==> config.mk <==
export PLATFORM = sky130hd
export DESIGN_NAME = bbx_ref
export DESIGN_NICKNAME = d
export VERILOG_FILES = /design/src/rtl/bbx_pkg.sv /design/src/rtl/bbx_ref.sv
export SDC_FILE = /design/constraint.sdc
export NUM_CORES = 1
export LEC_CHECK = 0
export ABC_AREA = 1
export CAP_MARGIN = 20
export CELL_PAD_IN_SITES_DETAIL_PLACEMENT = 1
export CELL_PAD_IN_SITES_GLOBAL_PLACEMENT = 2
export CORE_MARGIN = 4
export CORE_UTILIZATION = 22
export DETAILED_ROUTE_END_ITERATION = 6
export GPL_TIMING_DRIVEN = 0
export PLACE_DENSITY = 0.91
export SLEW_MARGIN = 5
export SYNTH_ARGS = -nofsm -noshare
export SYNTH_HDL_FRONTEND = slang
export SYNTH_SLANG_ARGS = --single-unit
==> constraint.sdc <==
create_clock -name vclk -period 9
set_input_delay 0.9 -clock vclk [all_inputs]
set_output_delay 0.9 -clock vclk [all_outputs]
set_load 0.1 [all_outputs]
==> src/rtl/bbx_pkg.sv <==
// Shared coordinate/box types and the grid, clamp and subsample helpers
// used by the bounding-box scoreboard.
package bbx_pkg;

    localparam int unsigned COORD_W   = 24;
    localparam int unsigned CNT_W_DEF = 32;
    localparam int unsigned SH_W      = 5;

    typedef logic signed [COORD_W-1:0]     coord_t;
    typedef logic [1:0][1:0][COORD_W-1:0]  box_t;

    typedef struct packed {
        logic in_valid;
        logic exp_valid;
        box_t box;
    } stage_t;

    // Lowest set bit wins when the mode is not one-hot; such cycles are flagged elsewhere.
    function automatic logic [1:0] ss_decode(input logic [3:0] ss);
        logic [1:0] lg2;
        lg2 = 2'd0;
        if (ss[0])      lg2 = 2'd3;
        else if (ss[1]) lg2 = 2'd2;
        else if (ss[2]) lg2 = 2'd1;
        return lg2;
    endfunction

    function automatic coord_t grid_floor(input coord_t v, input logic [SH_W-1:0] sh);
        coord_t mask;
        mask = ~((coord_t'(1) << sh) - coord_t'(1));
        return v & mask;
    endfunction

    function automatic coord_t clamp_lo(input coord_t v);
        return (v < coord_t'(0)) ? coord_t'(0) : v;
    endfunction

    function automatic coord_t clamp_hi(input coord_t v, input coord_t lim);
        return (v > lim) ? lim : v;
    endfunction

endpackage

==> src/rtl/bbx_ref.sv <==
// Combinational golden bounding box for one triangle: min/max, grid floor,
// screen clamp and degenerate-box rejection.
module bbx_ref
    import bbx_pkg::*;
#(
    parameter int unsigned RADIX = 10,
    parameter int unsigned VERTS = 3,
    parameter int unsigned AXIS  = 3
) (
    input  logic [VERTS-1:0][AXIS-1:0][COORD_W-1:0] verts,
    input  logic [1:0][COORD_W-1:0]                 screen,
    input  logic [1:0]                              ss_w_lg2,
    input  logic                                    in_valid,
    output box_t                                    box_c,
    output logic                                    valid_c
);

    coord_t lo_x, lo_y, hi_x, hi_y;
    coord_t ll_x, ll_y, ur_x, ur_y;
    logic [SH_W-1:0] sh;
    logic unused_bits;

    // Only x and y take part; z is carried through the port untouched.
    assign unused_bits = ^verts;

    always_comb begin
        lo_x = coord_t'(verts[0][0]);
        hi_x = lo_x;
        lo_y = coord_t'(verts[0][1]);
        hi_y = lo_y;
        for (int v = 1; v < VERTS; v++) begin
            if (coord_t'(verts[v][0]) < lo_x) lo_x = coord_t'(verts[v][0]);
            if (coord_t'(verts[v][0]) > hi_x) hi_x = coord_t'(verts[v][0]);
            if (coord_t'(verts[v][1]) < lo_y) lo_y = coord_t'(verts[v][1]);
            if (coord_t'(verts[v][1]) > hi_y) hi_y = coord_t'(verts[v][1]);
        end
        sh   = SH_W'(RADIX) - SH_W'(ss_w_lg2);
        ll_x = clamp_lo(grid_floor(lo_x, sh));
        ll_y = clamp_lo(grid_floor(lo_y, sh));
        ur_x = clamp_hi(grid_floor(hi_x, sh), coord_t'(screen[0]));
        ur_y = clamp_hi(grid_floor(hi_y, sh), coord_t'(screen[1]));
        box_c[0][0] = ll_x;
        box_c[0][1] = ll_y;
        box_c[1][0] = ur_x;
        box_c[1][1] = ur_y;
        valid_c = in_valid && (ur_x >= ll_x) && (ur_y >= ll_y);
    end

endmodule

==> flow_summary.yaml, run 1 <==
layout:
  area_growth_pct: 70.30
  nFlopsAndLatches: 0
  final-seq-area_um2: 0
  final_nets: 2590
  nClkBuffers: 0
  layout-drive-gt1-share_pct: 28.41
  antenna_cells: 0
  final_core_util_pct: 37.83
  instances_no_fill: 2623
die:
  die_h_um: 213.6
  core_um2: 41850
  start_util_pct: 22.21
  rows: 75
  die_w_um: 213.6
  dieArea_um2: 45610
  pin_count: 364
worst_setup_path:
  startpoint_type: "input port"
  end_kind: "primary output"
  cpMaxStageDelayCell: "o211ai_1"
  required_ps: 8100
  worstSetupPathType: "input port to primary output"
  crit_arrival_ps: 8390
  crit_fanout: 8
  critical-path-max-stage-delay_ps: 400
yosys:
  synthMuxAreaShare_pct: 0
  synth_xor_xnor_area_share_pct: 0.1884
  ys_types: 39
  synth_simple_gate_area_share_pct: 34.27
  synth_common_cells: "442 x nand2_1, 259 x inv_1, 237 x ha_1, 167 x o21ai_0, 142 x nand3_1"
  synth_top_family_by_area: "simple AND/OR/NAND/NOR gates"
  synth_top_area_share_pct: 31.90
  syn_inst: 1631
  yosys.area.top_type: "ha_1"
  ys_seq_area_share_pct: 0
  avgSynthCellArea_um2: 5.700
  synth_area_leaders: "ha_1 32%, nand2_1 18%, inv_1 10%"
  synth.most_common_cell: "nand2_1"
  syn_area_um2: 9296
  synth-compound-area-share_pct: 19.54
  synth_warnings: 0
  synthAdderAreaFrac_pct: 31.90
place:
  dp.cells: 2465
  gp_congestion: 0.8935
  dp_hpwl_um: 40850
  numPortBuffers: 275
  pre_cts_ws_ps: -3203
global_route:
  grt_pass1_wl_um: 76620
  overflow: 0
  grt_pass1_vias: 13930
  grt_util_all_layers_pct: 21.12
  grt_max_degree: 11
  antenna_found_initial: 3
sta:
  tightest_slew_ps: 1961
  fin_crit_ps: 9285
  final_max_slew_viol_count: 4
  setup_viol: 1
  max_freq_mhz: 107.7
  fin_ws_ps: -285.3
  post-route-period-util_pct: 103.2
  relSlewSlack_pct: -31.21
  rsz0062_at_grt: "yes"
  hold_viol_final: 0
power_and_ir_drop:
  vdd_drop_max_uv: 265.8
  p_leak_nw: 8.086
  power_density_nw_per_um2: 333.3
outcome:
  failed_checks: "slew limit, setup timing"
  outcome: "finished with violations"
min_path:
  hold_path_class: "input port to primary output"
job:
  maxCapViolations: 0
route:
  drt_iter0_drc: 549
  firstDrtPassIters: 5
  drc: 0
  wl_per_cell_um: 19.82
  drtAntennaViolNets: 0
  viasPerCell: 4.957
  routed-via-count: 13000
  drt-total-wl_um: 51980
clock_tree:
  hold_buffers: 0
stage by stage:
| stage | hold slack, ps | setup TNS, ps | power, W | area (um2) |
|---|---|---|---|---|
| after floorplan | 2028 | 0 | 0.003330 | 9708 |
| after CTS | 2572 | -197.7 | 0.005062 | 15290 |
| after global routing | 2577 | -1305 | 0.005633 | 15830 |
| after detailed placement | 3286 | -64050 | 0.004506 | 13140 |
| after global placement | 3284 | -55350 | 0.004411 | 13140 |
| final | 2553 | -285.3 | 0.005276 | 15830 |
layout by cell type, fill, tap and decap left out, drive strengths merged:
cell and instances:
clkinv 3, dlygate4sd2 36, clkinvlp 1, a21oi 84, nand2 456, o211ai 23, o21a 4, nand3 145
o221a 3, and2 1, o21bai 2, a221oi 2, a21boi 1, clkbuf 30, nor4 2, xnor2 2
nand4 28, dlymetal6s2s 11, nor3b 1, clkdlybuf4s15 23, o31ai 2, buf 230, nor3 10, o2111ai 2
inv 258, ha 237, a21o 5, nand3b 2, a211oi 16, conb 22, o21ai 184, o221ai 1
clkdlybuf4s50 167, nor2 89, or2 1
layout make-up:
class | count | area [um2]
buffer | 64 | 540.5
fill | 5260 | 26020
inverter | 262 | 1020
multi-input combinational | 1325 | 9733
tap | 539 | 674.4
timing repair buffer | 433 | 3864
report_power, final:
part	switching (W)	total, W	internal, W
clock network	0	0	0
logic	0.00363	0.00528	0.00164
registers	0	0	0
per-layer routing:
layer / global-route usage, % / wire, um / vias up
li1: - / - / 6336
met1: 25.65 / 21310 / 6191
met2: 39.47 / 26350 / 387
met3: 3.570 / 3024 / 82
met4: 3.752 / 1258 / 6
met5: 0 / 36 / -
worst max-delay path: cells and delay by family:
| kind | cells | cell delay [ps] |
|---|---|---|
| fa+ha+maj | 4 | 1060 |
| xor+xnor | 1 | 150 |
| simple gates | 25 | 2870 |
| compound gates | 11 | 1840 |
| buf+inv | 13 | 1530 |
path summary, 6_finish.rpt:
path	slack, ps	endpoint	startpoint	depth (start not counted)
worst max-delay path	-290	valid_c	verts[15]	54
worst min-delay path	2550	valid_c	in_valid	4
repair_timing:
| action | CTS | global route |
|---|---|---|
| gates cloned | 7 | 0 |
| setup buffers | 127 | 25 |
| gates resized for setup | 534 | 132 |
| setup endpoints to repair | 49 | 48 |
| pin swaps | 153 | 103 |
| hold endpoints to repair | 0 | 0 |
logic make-up (layout without fill, tap and decap cells):
logic type                 after synthesis  after routing
xor gates and xnor gates                 2              2
AOI/OAI and AO/OA                      329            329
adders and majority gates              237            237
and+or+nand+nor                        735            735
other                                    2             22
buffers and inverters                  326            759
Note: power is estimated with default switching activity, not from simulation.
==> run 2: changes to the inputs <==
==> constraint.sdc (replaced) <==
create_clock -name vclk -period 9
set_input_delay 2.25 -clock vclk [all_inputs]
set_output_delay 2.25 -clock vclk [all_outputs]
set_load 0.1 [all_outputs]
==> run 2 against run 1 <==
  * The run still ends with slew limit, setup timing left
  * Via count rose by 5.9%
  * Total power grew 31%
  * Clock-buffer cell count did not move
  * Critical path depth down 2
  * Worst hold slack better by 2600 ps
  * Combinational power up 31%
  * Die area unchanged
  * Global-route usage rose by 1.1 points
  * Final cell count up 3.2%
  * First-iteration DRC count increased by 21%
==> flow_summary.yaml, run 2 (synthesis results as in run 1) <==
outcome:
  outcome: "finished with violations"
  failed_checks: "slew limit, setup timing"
route:
  routed-via-count: 13780
  viasPerCell: 5.087
  drc: 0
  drt_iter0_drc: 663
  wl_per_cell_um: 21.57
  drt-total-wl_um: 58430
  firstDrtPassIters: 5
  drtAntennaViolNets: 0
layout:
  nClkBuffers: 0
  layout_common_cells: "348 x nand2_1, 189 x inv_1, 184 x buf_4, 158 x ha_1, 118 x nand3_1"
  n_fill_cell: 5047
  design_area_um2: 18920
  final_common_cell: "nand2_1"
  final-seq-area_um2: 0
  layout-drive-gt1-share_pct: 43.96
  nFlopsAndLatches: 0
  instances_no_fill: 2708
  area_growth_pct: 103.5
  final_nets: 2674
sta:
  hold_viol_final: 0
  fin_crit_ps: 12210
  tightest_slew_ps: 1934
  fin_ws_ps: -3212
  setup_viol: 65
  max_freq_mhz: 81.88
  final_max_slew_viol_count: 4
  rsz0062_at_grt: "yes"
  relSlewSlack_pct: -29.41
  post-route-period-util_pct: 135.7
worst_setup_path:
  critical-path-max-stage-delay_ps: 430
  crit_fanout: 10
  required_ps: 6750
  end_kind: "primary output"
  path_common_cell: "buf_6"
  cpMaxStageDelayCell: "o31ai_4"
  startpoint_type: "input port"
  crit_arrival_ps: 9960
  worstSetupPathType: "input port to primary output"
place:
  dp.cells: 2465
  dp_hpwl_um: 41240
  gp_congestion: 0.9229
  dpl_cell_area_um2: 13820
  numPortBuffers: 275
global_route:
  grt_util_all_layers_pct: 22.25
  grt_pass1_wl_um: 80440
  grt_max_degree: 11
  grt_pass1_vias: 14750
  overflow: 0
  antenna_found_initial: 4
clock_tree:
  hold_buffers: 0
die:
  pin_count: 364
  rows: 75
  start_util_pct: 22.21
  die_h_um: 213.6
  dieArea_um2: 45610
  core_um2: 41850
  die_w_um: 213.6
min_path:
  hold_path_class: "input port to primary output"
  whs_path_depth: 6
  worst_hold_path.endpoint: "box_c[15]"
  hp-start: "verts[87]"
power_and_ir_drop:
  vdd_drop_max_uv: 270.0
  power_density_nw_per_um2: 366.6
  p_leak_nw: 9.217
  p_total_w: 0.006934
job:
  maxCapViolations: 0
run 2: changes by cell type in the layout (fill, tap and decap cells not counted), moves of 19 or more:
cell | previous run | this run
buf_12 | 3 | 84
buf_2 | 38 | 57
buf_4 | 165 | 184
buf_6 | 17 | 98
clkdlybuf4s50_1 | 167 | 98
dlygate4sd2_1 | 36 | 1
ha_1 | 180 | 158
nand2_1 | 399 | 348
nand2_2 | 39 | 61
nand2_4 | 18 | 46
nor2_1 | 50 | 29
nor2_4 | 11 | 41
o21ai_0 | 85 | 61
o21ai_4 | 19 | 52
run 2: worst max path at each step:
| stage | start | endpoint | slack (ps) |
|---|---|---|---|
| finish | verts[13] | box_c[60] | -3210 |
| global route | verts[13] | valid_c | -3550 |
| CTS | verts[15] | valid_c | -2850 |
| detailed placement | verts[39] | valid_c | -5500 |
| global placement | verts[39] | valid_c | -5290 |
| floorplan | verts[13] | valid_c | -2550 |
run 2: where the power goes:
part | internal (W) | leakage, nW | switching (W)
clock network | 0.0000000000149 | 0.00000634 | 0
logic | 0.00269 | 9.22 | 0.00424
registers | 0 | 0 | 0
run 2: worst max-delay path, delay by kind of cell:
kind | cells | cell delay [ps]
adder cells (fa/ha/maj) | 3 | 860
AO/OA/AOI/OAI | 7 | 1380
buffers and inverters | 27 | 3130
AND/OR/NAND/NOR | 14 | 2110
XOR/XNOR | 1 | 170
run 2: final cells by class:
cell class | count | area [um2] | area share (%)
multi-input cells | 1325 | 10950 | 57.88
repair buffers | 518 | 5569 | 29.44
inverters | 262 | 1075 | 5.682
well taps | 539 | 674.4 | 3.565
plain buffers | 63 | 646.9 | 3.420
diodes | 1 | 2.502 | 0.01323
run 2: routing by layer:
metal,global-route usage [%],up-vias,part of all wire (%)
met2,42.83,439,51
met4,5.628,6,4.9
met3,2.780,172,4.8
met1,25.93,6648,39
met5,0,-,0.050
li1,-,6510,-
run 2: metrics by stage:
stage / util, % / setup slack [ps] / setup TNS [ps] / hold slack, ps
floorplan: - / -2546 / -35240 / 4728
global placement: 33.02 / -5286 / -218240 / 5968
detailed placement: 33.02 / -5496 / -230300 / 5975
CTS: 41.10 / -2846 / -81590 / 5184
global route: 45.20 / -3552 / -105060 / 5219
finish: 45.20 / -3212 / -88070 / 5202
run 2: timing repair:
action | 4_1_cts | 5_1_grt
pin swaps | 169 | 139
gates cloned | 6 | 4
buffers inserted | 165 | 88
endpoints found under the setup margin | 81 | 81
hold endpoints to repair | 0 | 0
resized for setup | 1454 | 358
